`src/rtl/uart_rx_fifo.sv`:
```
// uart_rx_fifo: 8N1 UART receiver feeding a first-word-fall-through FIFO.
// Optional feature macro: UART_RX_FRAMING_CHECK_EN (adds o_frame_err).
// Ports:
//   i_clk, i_rst     clock; async active-high reset
//   i_rx             serial line, idles high
//   i_pop            pop FIFO head (ignored when empty)
//   i_clr_err        clear sticky error flags
//   o_data/o_valid   FIFO head byte / non-empty
//   o_count          bytes held, 0..DEPTH
//   o_overrun        sticky: byte dropped on full FIFO
//   o_frame_err      sticky: bad stop bit (feature only)
//   o_busy           receiver inside a frame
module uart_rx_fifo #(
  parameter int clk_freq_hz = 12000000,
  parameter int baud_rate   = 9600,
  parameter int DEPTH       = 8
) (
  input  logic                   i_clk,
  input  logic                   i_rst,
  input  logic                   i_rx,
  input  logic                   i_pop,
  input  logic                   i_clr_err,
  output logic [7:0]             o_data,
  output logic                   o_valid,
  output logic [$clog2(DEPTH):0] o_count,
  output logic                   o_overrun,
`ifdef UART_RX_FRAMING_CHECK_EN
  output logic                   o_frame_err,
`endif
  output logic                   o_busy
);

  localparam int CPB = clk_freq_hz / baud_rate;
  localparam int CW  = $clog2(CPB) + 1;
  localparam int AW  = $clog2(DEPTH);

  localparam logic [CW-1:0] HALF = CW'(CPB / 2 - 1);
  localparam logic [CW-1:0] FULL = CW'(CPB - 1);
  localparam logic [AW:0]   CAP  = (AW + 1)'(DEPTH);

  typedef enum logic [1:0] {
    IDLE,
    START,
    DATA,
    STOP
  } state_t;

  state_t        r_state;
  logic [CW-1:0] r_cnt;
  logic [2:0]    r_idx;
  logic [7:0]    r_shift;
  logic          r_meta;
  logic          r_rx_s;
  logic [AW:0]   r_wr_ptr;
  logic [AW:0]   r_rd_ptr;
  logic [7:0]    r_mem [DEPTH];
  logic          r_overrun;

  logic          w_tick;
  logic          w_stop_hit;
  logic          w_push;
  logic          w_empty;
  logic          w_full;
  logic          w_pop;
  logic          w_wr;
  logic          w_drop;
  logic [AW:0]   w_count;

  assign w_tick     = (r_cnt == '0);
  assign w_stop_hit = (r_state == STOP) && w_tick;

`ifdef UART_RX_FRAMING_CHECK_EN
  logic r_ferr;
  logic r_brk;
  logic w_ferr_set;

  assign w_push     = w_stop_hit && r_rx_s;
  assign w_ferr_set = w_stop_hit && !r_rx_s;

  always_ff @(posedge i_clk or posedge i_rst) begin
    if (i_rst)
      r_ferr <= 1'b0;
    else if (w_ferr_set)
      r_ferr <= 1'b1;
    else if (i_clr_err)
      r_ferr <= 1'b0;
  end

  assign o_frame_err = r_ferr;
`else
  assign w_push = w_stop_hit;
`endif

  // Two-flop synchroniser; line idles high.
  always_ff @(posedge i_clk or posedge i_rst) begin
    if (i_rst) begin
      r_meta <= 1'b1;
      r_rx_s <= 1'b1;
    end else begin
      r_meta <= i_rx;
      r_rx_s <= r_meta;
    end
  end

  always_ff @(posedge i_clk or posedge i_rst) begin
    if (i_rst) begin
      r_state <= IDLE;
      r_cnt   <= '0;
      r_idx   <= '0;
      r_shift <= '0;
`ifdef UART_RX_FRAMING_CHECK_EN
      r_brk   <= 1'b0;
`endif
    end else begin
      unique case (r_state)
        IDLE: begin
`ifdef UART_RX_FRAMING_CHECK_EN
          // After a bad stop bit, wait for the line to
          // go high before hunting for a start bit.
          if (r_brk) begin
            if (r_rx_s)
              r_brk <= 1'b0;
          end else if (!r_rx_s) begin
            r_state <= START;
            r_cnt   <= HALF;
          end
`else
          if (!r_rx_s) begin
            r_state <= START;
            r_cnt   <= HALF;
          end
`endif
        end
        START: begin
          if (w_tick) begin
            if (!r_rx_s) begin
              r_state <= DATA;
              r_cnt   <= FULL;
              r_idx   <= '0;
            end else begin
              r_state <= IDLE;
            end
          end else begin
            r_cnt <= r_cnt - 1'b1;
          end
        end
        DATA: begin
          if (w_tick) begin
            r_shift <= {r_rx_s, r_shift[7:1]};
            r_cnt   <= FULL;
            r_idx   <= r_idx + 1'b1;
            if (r_idx == 3'd7)
              r_state <= STOP;
          end else begin
            r_cnt <= r_cnt - 1'b1;
          end
        end
        STOP: begin
          // Leave at mid-stop so back-to-back
          // frames are caught.
          if (w_tick) begin
            r_state <= IDLE;
`ifdef UART_RX_FRAMING_CHECK_EN
            r_brk   <= !r_rx_s;
`endif
          end else begin
            r_cnt <= r_cnt - 1'b1;
          end
        end
      endcase
    end
  end

  assign w_count = r_wr_ptr - r_rd_ptr;
  assign w_empty = (r_wr_ptr == r_rd_ptr);
  assign w_full  = (w_count == CAP);
  assign w_pop   = i_pop && !w_empty;
  // A pop in the same cycle frees the slot.
  assign w_wr    = w_push && (!w_full || w_pop);
  assign w_drop  = w_push && w_full && !w_pop;

  always_ff @(posedge i_clk or posedge i_rst) begin
    if (i_rst) begin
      r_wr_ptr  <= '0;
      r_rd_ptr  <= '0;
      r_overrun <= 1'b0;
    end else begin
      if (w_wr)
        r_wr_ptr <= r_wr_ptr + 1'b1;
      if (w_pop)
        r_rd_ptr <= r_rd_ptr + 1'b1;
      if (w_drop)
        r_overrun <= 1'b1;
      else if (i_clr_err)
        r_overrun <= 1'b0;
    end
  end

  always_ff @(posedge i_clk) begin
    if (w_wr)
      r_mem[r_wr_ptr[AW-1:0]] <= r_shift;
  end

  assign o_data    = w_empty ? 8'h00
                   : r_mem[r_rd_ptr[AW-1:0]];
  assign o_valid   = !w_empty;
  assign o_count   = w_count;
  assign o_overrun = r_overrun;
  assign o_busy    = (r_state != IDLE);

endmodule

```
`config.mk`:
```
export PLATFORM = sky130hd
export DESIGN_NAME = uart_rx_fifo
export DESIGN_NICKNAME = d
export VERILOG_FILES = /design/src/rtl/uart_rx_fifo.sv
export SDC_FILE = /design/constraint.sdc
export NUM_CORES = 1
export LEC_CHECK = 0
export BUFFER_PORTS_ARGS = -buffer_cell sky130_fd_sc_hd__buf_2
export CELL_PAD_IN_SITES_DETAIL_PLACEMENT = 0
export CELL_PAD_IN_SITES_GLOBAL_PLACEMENT = 1
export CORE_MARGIN = 2
export CORE_UTILIZATION = 55
export CTS_CLUSTER_SIZE = 40
export DETAILED_ROUTE_END_ITERATION = 10
export PLACE_DENSITY_LB_ADDON = 0.1
export REMOVE_ABC_BUFFERS = 1
export SYNTH_ARGS = -nofsm -noshare
export SYNTH_HDL_FRONTEND = slang
export SYNTH_SLANG_ARGS = --single-unit
```
`constraint.sdc`:
```
create_clock -name i_clk -period 6.6 [get_ports i_clk]
set_input_delay 0.33 -clock i_clk [delete_from_list [all_inputs] [get_ports i_clk]]
set_output_delay 0.33 -clock i_clk [all_outputs]
set_load 0.01 [all_outputs]
```
==> impl_metrics.tcl <==
set metrics [dict create \
    status "finished, final reports clean" \
    cp-end-kind "register" \
    vias_per_cell 5.75 \
    ys_seq_elements 100 \
    antenna_found_initial 0 \
    power.leakage_nw 1.91 \
    ys.flop_type "edfxtp_1" \
    cp.depth 8 \
    maxSlewViolCount 0 \
    async_reset_ff_share_pct 36.0 \
    synth_edf_count 64 \
    routed_wl_um 8630 \
    final_common_cell "edfxtp_1" \
    crit_top_cell "nor3_1" \
    clk_pin_slew_ps 110 \
    cts_tree "built" \
    pin_count 20 \
    grt_pass1_vias 2575 \
    hold_violations 0 \
    cts_made_buffers 9 \
    fin_setup_tns_ps 0 \
    path_max_fanout 20 \
    cts_buffer_depth 2 \
    crit_arrival_ps 3910 \
    yosysWarnings 0 \
    cts_setup_buffers 0 \
    wl_met2_um 4330 \
    initial_core_util_pct 55.8 \
    drt-met1-wl_um 4010 \
    root_buffer "clkbuf_8" \
    vias 2637 \
    htreeDepth 3 \
    slowest_stage "dfrtp_1" \
    grt_usage_pct 21.3 \
    dp.cells 443 \
    dieArea_mm2 0.00895 \
    rsz0062_at_grt "false" \
    crit_chain "ha_1, inv_1, fa_1, xor2_1, nor3_1, a41oi_2, nand2b_1, nor3_1" \
    skew_ps 12.9 \
    final_cell_mix "edfxtp_1, dfrtp_1, nand2_1" \
    area_growth_pct 8.78 \
    path_buf_inv 1 \
    grt_pass1_wl_um 13900 \
    required_ps 6580 \
    port_buffers 19 \
    rr_worst_depth 8 \
    cts_resized 0 \
    setup-violations-final 0 \
    fin_nets 369 \
    place_congestion 0.762 \
    hold_path.class "input pin to asynchronous set/reset pin" \
    core_mm2 0.00809 \
    die_h_um 94.6 \
    seq_area_frac_synth_pct 62.5 \
    hold_buffers 0 \
    clock_sinks 100 \
    syn_area_mm2 0.00452 \
    max-cap-violations 0 \
    wl_met3_um 180 \
    vdd_drop_max_uv 115 \
    powerDensity_mw_per_mm2 280 \
    drt-initial-drc-count 153 \
    fin_crit_sh_pct 59.4 \
    min_period_ps 3920 \
    slowest_delay_ps 1100 \
    drc 0 \
    path_class "register to register" \
    grt_max_degree 37 \
    diodes 0 \
    clk_latency_ps 360 \
    startpoint_type "register" \
    die_w_um 94.6 \
    slew_headroom_pct 25.3 \
    synth_top_area_cell "edfxtp_1" \
    synth_top_area_share_pct 42.5 \
    avgSynthCellArea_um2 13.9 \
    drive_above_1_share_pct 20.9 \
    tightest_slew_ps 1120 \
    hpwlAfterDp_um 6060 \
    grt_overflow 0 \
    ant_nets 0 \
    dr.pass1.iters 4 \
    top_layer "met4" \
    wl_per_cell_um 18.8 \
    ys_types 54 \
    instances_no_fill 459 \
    rows 33 \
    synth_area_leaders "edfxtp_1, dfrtp_1, mux4_2" \
    crit_family "simple AND/OR/NAND/NOR gates" \
    max_freq_mhz 255 \
    syn_inst 325 \
]
state kept, by name, summed over array words and instances, names as in the netlist, named ones only:
name	count
o_overrun	1
r_cnt	12
r_idx	3
r_mem	64
r_meta	1
r_rd_ptr	4
r_rx_s	1
r_shift	8
r_state	1
r_wr_ptr	4
final timing paths:
path | endpoint | slack (ps) | from
setup / recovery | r_mem[0][0] | 2680 | r_rd_ptr[0]
hold / removal | r_idx[0] | 60 | i_rst
setup reg to reg | r_mem[0][0] | 2680 | r_rd_ptr[0]
hold reg to reg | r_rx_s | 360 | r_meta
max in group asynchronous | r_rx_s | 6200 | i_rst
min in group i_clk | r_meta | 60 | i_rx
metal layers:
layer | vias to the layer above | track usage (%)
li1 | 1277 | -
met1 | 1319 | 30.1
met2 | 32 | 34.8
met3 | 9 | 2.39
met4 | 0 | 7.25
met5 | - | 0
power breakdown:
group / internal, W / switching, W / total, W
clock network: 0.000146 / 0.000225 / 0.000371
logic: 0.000128 / 0.000135 / 0.000263
registers: 0.000673 / 0.0000682 / 0.000741
total: 0.000947 / 0.000428 / 0.00137
tightest hold or removal path, cell delays in order:
cell,delay [ps]
buf_2,90
inv_1,40
buf_4,400
metrics by stage:
stage                     power (W)  hold slack, ps  utilization (%)  setup slack (ps)  cell area, um^2
after floorplan            0.000919             334                -              3120             4490
after global placement      0.00102             347             58.3              2730             4720
after detailed placement    0.00102             348             58.3              2660             4720
after CTS                   0.00139            44.3             60.7              2630             4910
after global routing        0.00145            34.9             60.7              2220             4910
final                       0.00137            55.9             60.7              2680             4910
synth_stat cells (all sizes together) (3+ instances only):
cell	number
nor2	17
xor2	3
clkbuf	3
nand2b	3
nor3	6
mux2	9
mux4	16
nand2	30
o21ai	20
ha	14
nor2b	4
a21oi	20
inv	18
or3	3
xnor2	5
o31ai	4
buf	4
nand3	7
edfxtp	64
nand4	5
dfrtp	34
cell type report:
cell class,instances,area (um^2)
Fill cell,657,3180
Sequential cell,100,2830
Clock inverter,7,70.1
Multi-Input combinational cell,199,1590
Inverter,19,71.3
Tap cell,105,131
Timing Repair Buffer,20,103
Clock buffer,9,124
cell families (layout without fill, tap and decap cells):
| kind of cell | after synthesis | count (layout) | synth area share [%] |
|---|---|---|---|
| AO/OA/AOI/OAI | 62 | 62 | 8.48 |
| buffers and inverters | 26 | 55 | 2.27 |
| flip-flops | 100 | 100 | 62.5 |
| XOR/XNOR | 8 | 8 | 1.55 |
| AND/OR/NAND/NOR | 89 | 89 | 10.6 |
| multiplexers | 25 | 25 | 10.2 |
| adder cells (fa/ha/maj) | 15 | 15 | 4.32 |
(Power assumes the default switching activity.)
